$ cat config.mk
export PLATFORM = sky130hd
export DESIGN_NAME = multicycle_adder
export DESIGN_NICKNAME = d
export VERILOG_FILES = /design/src/rtl/multicycle_adder_pkg.sv /design/src/rtl/multicycle_adder_chunk_adder.sv /design/src/rtl/multicycle_adder.sv
export SDC_FILE = /design/constraint.sdc
export NUM_CORES = 1
export LEC_CHECK = 0
export CORE_MARGIN = 2
export CORE_UTILIZATION = 49
export CTS_CLUSTER_SIZE = 20
export DETAILED_ROUTE_END_ITERATION = 12
export PLACE_DENSITY = 0.78
export SLEW_MARGIN = 20
export SYNTH_ARGS = -nofsm -noshare
export SYNTH_HDL_FRONTEND = slang
export SYNTH_SLANG_ARGS = --single-unit
export TNS_END_PERCENT = 5
$ cat constraint.sdc
create_clock -name clk_i -period 4.6 [get_ports clk_i]
set_input_delay 0.46 -clock clk_i [delete_from_list [all_inputs] [get_ports clk_i]]
set_output_delay 0.46 -clock clk_i [all_outputs]
set_load 0.05 [all_outputs]
$ cat src/rtl/multicycle_adder_pkg.sv
// Shared types and sizing helpers for the chunk-serial multicycle adder.
package multicycle_adder_pkg;

  typedef enum logic [0:0] {
    StIdle = 1'b0,
    StRun  = 1'b1
  } state_e;

  function automatic int unsigned calc_steps(input int unsigned width, input int unsigned chunk);
    return width / chunk;
  endfunction

  // Counter must be able to represent Steps itself, hence the +1.
  function automatic int unsigned calc_cnt_width(input int unsigned width,
                                                 input int unsigned chunk);
    return $clog2(width / chunk + 1);
  endfunction

endpackage

$ cat src/rtl/multicycle_adder_chunk_adder.sv
// Combinational ripple of CHUNK full adders; also exposes the carry into the top bit.
module chunk_adder #(
  parameter int unsigned CHUNK = 2
) (
  input  logic [CHUNK-1:0] a_i,
  input  logic [CHUNK-1:0] b_i,
  input  logic             cin_i,
  output logic [CHUNK-1:0] sum_o,
  output logic             cout_o,
  output logic             cmsb_o
);

  logic [CHUNK:0] carry;

  always_comb begin
    carry    = '0;
    sum_o    = '0;
    carry[0] = cin_i;
    for (int i = 0; i < CHUNK; i++) begin
      sum_o[i]     = a_i[i] ^ b_i[i] ^ carry[i];
      carry[i+1]   = (a_i[i] & b_i[i]) | (carry[i] & (a_i[i] ^ b_i[i]));
    end
  end

  assign cout_o = carry[CHUNK];
  assign cmsb_o = carry[CHUNK-1];

endmodule

$ cat src/rtl/multicycle_adder.sv
// N-bit adder computing A+B+Cin CHUNK bits per cycle, with start/busy/done handshake
// and registered sum, carry-out and signed-overflow flags.
module multicycle_adder
  import multicycle_adder_pkg::*;
#(
  parameter int unsigned WIDTH = 8,
  parameter int unsigned CHUNK = 2
) (
  input  logic             clk_i,
  input  logic             rst_n,
  input  logic             start_i,
  input  logic [WIDTH-1:0] a_i,
  input  logic [WIDTH-1:0] b_i,
  input  logic             cin_i,
  output logic             busy_o,
  output logic             done_o,
  output logic [WIDTH-1:0] s_o,
  output logic             cout_o,
  output logic             overflow_o
);

  localparam int unsigned Steps = calc_steps(WIDTH, CHUNK);
  localparam int unsigned CntW  = calc_cnt_width(WIDTH, CHUNK);

  typedef logic [CntW-1:0] cnt_t;
  localparam cnt_t LastCnt = cnt_t'(Steps - 1);

  if (WIDTH < 1 || CHUNK < 1 || (WIDTH % CHUNK) != 0) begin : g_bad_param
    $error("multicycle_adder: WIDTH must be a non-zero multiple of CHUNK");
  end

  state_e           state_q, state_d;
  cnt_t             cnt_q, cnt_d;
  logic [WIDTH-1:0] a_q, a_d, b_q, b_d, s_q, s_d;
  logic             carry_q, carry_d;
  logic             cout_q, cout_d, ovf_q, ovf_d, done_q, done_d;

  logic [CHUNK-1:0] chunk_sum;
  logic             chunk_cout, chunk_cmsb;

  chunk_adder #(
    .CHUNK (CHUNK)
  ) u_chunk_adder (
    .a_i    (a_q[CHUNK-1:0]),
    .b_i    (b_q[CHUNK-1:0]),
    .cin_i  (carry_q),
    .sum_o  (chunk_sum),
    .cout_o (chunk_cout),
    .cmsb_o (chunk_cmsb)
  );

  always_comb begin
    state_d = state_q;
    cnt_d   = cnt_q;
    a_d     = a_q;
    b_d     = b_q;
    s_d     = s_q;
    carry_d = carry_q;
    cout_d  = cout_q;
    ovf_d   = ovf_q;
    done_d  = 1'b0;
    unique case (state_q)
      StIdle: begin
        if (start_i) begin
          state_d = StRun;
          a_d     = a_i;
          b_d     = b_i;
          carry_d = cin_i;
          cnt_d   = '0;
        end
      end
      StRun: begin
        a_d     = a_q >> CHUNK;
        b_d     = b_q >> CHUNK;
        // Each chunk result enters at the MSB end so the sum is LSB-aligned after Steps shifts.
        s_d     = (s_q >> CHUNK) | (WIDTH'(chunk_sum) << (WIDTH - CHUNK));
        carry_d = chunk_cout;
        cnt_d   = cnt_q + cnt_t'(1);
        if (cnt_q == LastCnt) begin
          state_d = StIdle;
          done_d  = 1'b1;
          cout_d  = chunk_cout;
          ovf_d   = chunk_cmsb ^ chunk_cout;
          cnt_d   = '0;
        end
      end
      default: state_d = StIdle;
    endcase
  end

  always_ff @(posedge clk_i or negedge rst_n) begin
    if (!rst_n) begin
      state_q <= StIdle;
      cnt_q   <= '0;
      a_q     <= '0;
      b_q     <= '0;
      s_q     <= '0;
      carry_q <= 1'b0;
      cout_q  <= 1'b0;
      ovf_q   <= 1'b0;
      done_q  <= 1'b0;
    end else begin
      state_q <= state_d;
      cnt_q   <= cnt_d;
      a_q     <= a_d;
      b_q     <= b_d;
      s_q     <= s_d;
      carry_q <= carry_d;
      cout_q  <= cout_d;
      ovf_q   <= ovf_d;
      done_q  <= done_d;
    end
  end

  assign busy_o     = (state_q == StRun);
  assign done_o     = done_q;
  assign s_o        = s_q;
  assign cout_o     = cout_q;
  assign overflow_o = ovf_q;

endmodule

==> metrics <==
final net count 172; min-delay src b_q[4]; synthesized area 1420 um2; min Tclk post-route 1.97 ns; Crit path largest cell delay 0.81 ns; GRT overflow 0; Non-Filler Instances 181; clk_lat worst skew 0.32 ns; pwr dens 644 nW/um2; commonest non-fill, non-tap cells in the layout dfrtp_1, clkdlybuf4s50_1, mux2i_1; CTS Buf Count 5; Startpoint Class register; Final Core Density 64.9%; CP Cell Sequence clkdlybuf4s50_1; final setup fails 0; Routed Antenna Nets 0; Seq/Total Area, Yosys 56.5%; CP max-delay cell clkdlybuf4s50_1; Reg-to-Reg End overflow_o; #FFs+latches synth 32; Power Total 1.15 mW; Mapped Cells 116; hold buffer count at CTS 0; total core area 2760 um2; Ports 32; Internal 0.684 mW; r2r setup slk 2.72 ns; Cell Area, Placed 1730 um2; Final Hold Viols 0; Die ar. 3340 um2; Setup CP Type register to primary output; worst reg2reg path depth 5; Slew @ Worst Pin 1.04 ns; Hold EP b_q[2]; Post CTS Setup Buffer Count 0; ANT cells 0; Clk pwr share 13.8%; CTS resizes 0; placed cell count 173; crit path DAT 1.51 ns; Crit. End Element primary output; Synthesis Warnings 0; DIE HEIGHT 57.8 um; Hold Path Depth 2; RR Startpoint a_q[0]; post-DP HPWL 1.61 mm; CP top delay family buffers and inverters; clk buf depth 2; first-pass GRT wire length 3.99 mm; Max Freq 508 MHz; port bufs 31; first-pass detailed-route iteration total 4; final WL 2.27 mm; Starting Density 51.4%; largest net degree at the start of global routing 43; Pins Over Slew Limit 0; GP Congestion 0.641; GRT Overall Usage 16.1%; CTS tree yes; min setup slack post-route 2.63 ns; max_slew headroom 30.7%; Multi-input gate area 536 um2; hold slack 0.490 ns; clk slew on worst S/H paths 0.09 ns; worst path bufs/invs 1; Chip Width 57.8 um; Post-route DRC 0; Reg area 801 um2; CP required 4.14 ns; CTS root buffer clkbuf_4; unrepaired setup endpoints after global routing no; vias in the first global route 922; Max Fanout on Critical Path 3; Reg power frac 38.6%; H-tree Lvls 2; fillers 220; switching share of power 40.6%; combinational share of power 47.5%; Area Overhead vs Synth 26.3%; Placement Setup Slack 2.35 ns; status complete, no violations; setup TNS after final layout 0 ns; max-cap violations 0; Worst Clk Skew 0.00417 ns; syn avg cell area 12.2 um2; vias post-DR 932; fin area 1790 um2; initial antenna violation count 0; most common cell after layout, fill and taps aside dfrtp_1; Syn Nets 139; Vias/cell 5.15; Synth cell types 21; share of layout cells above drive strength 1 10.0%; period utilization 42.8%; Sw Pwr 0.468 mW; clock sink count 32; VDD IR max 0.530 mV; FP Rows 19; Iter 0 DRT Violations 16; DR WL/cell 12.6 um; class of the worst hold path register to register; Leakage 0.835 nW
==> flip-flops by register name, summed over array words and instances, names as in the netlist <==
register    flops
done_o          1
busy_o          1
a_q             8
cout_o          1
overflow_o      1
carry_q         1
s_o             8
b_q             8
cnt_q           3
==> cells by family after synthesis <==
kind of cell	Yosys count	share of synthesized area (%)
and+or+nand+nor	22	6.71
DFF	32	56.5
AOI/OAI and AO/OA	15	6.10
xor gates and xnor gates	1	0.618
muxes	28	20.7
adders and majority gates	3	3.71
buffers and inverters	15	5.65
==> power by group through the flow <==
| stage | clock [mW] | sequential (mW) | combinational (mW) |
|---|---|---|---|
| after global placement | 0 | 0.446 | 0.536 |
| after floorplan | 0 | 0.604 | 0.242 |
| after global routing | 0.181 | 0.462 | 0.593 |
| after CTS | 0.168 | 0.446 | 0.555 |
| after detailed placement | 0 | 0.451 | 0.554 |
| final | 0.159 | 0.445 | 0.548 |
==> area by class of cell <==
class	count	share of cell area [%]
Timing Repair Buffer	33	18.2
Tap cell	31	2.17
Clock buffer	8	3.29
Inverter	8	1.68
Multi-Input combinational cell	69	29.9
Sequential cell	32	44.8
==> per-layer routing <==
layer | global-route usage (%) | part of all wire [%] | up-vias
li1 | - | - | 452
met1 | 19.2 | 43 | 450
met2 | 26.6 | 50 | 27
met3 | 4.69 | 5.8 | 3
met4 | 8.31 | 0.92 | 0
met5 | 0 | 0 | -
==> synth_stat cells <==
cell type | number | area [um2]
and3b_1 | 1 | 8.76
nand2b_1 | 1 | 6.26
a22o_1 | 1 | 8.76
o21ai_0 | 10 | 50.1
xor2_1 | 1 | 8.76
o21a_1 | 1 | 7.51
o21ai_1 | 2 | 10.0
mux2_2 | 6 | 67.6
buf_4 | 1 | 7.51
dfrtp_1 | 32 | 801
buf_2 | 4 | 20.0
mux2_4 | 1 | 15.0
a32o_1 | 1 | 10.0
fa_1 | 2 | 40.0
nor2b_1 | 2 | 12.5
buf_6 | 2 | 22.5
inv_1 | 8 | 30.0
nand2_1 | 12 | 45.0
nor2_1 | 6 | 22.5
mux2i_1 | 21 | 210
ha_1 | 1 | 12.5
==> worst max path at each step <==
stage,slack (ns),from,to,cells after the start
after floorplan,2.81,a_q[0],overflow_o,5
after global placement,2.43,start_i,cnt_q[0],3
after detailed placement,2.35,start_i,cnt_q[0],3
after CTS,2.60,s_o[3],s_o[3],1
after global routing,2.55,s_o[2],s_o[2],1
final,2.63,s_o[3],s_o[3],1
No activity file was read; power rests on OpenSTA's default activity.
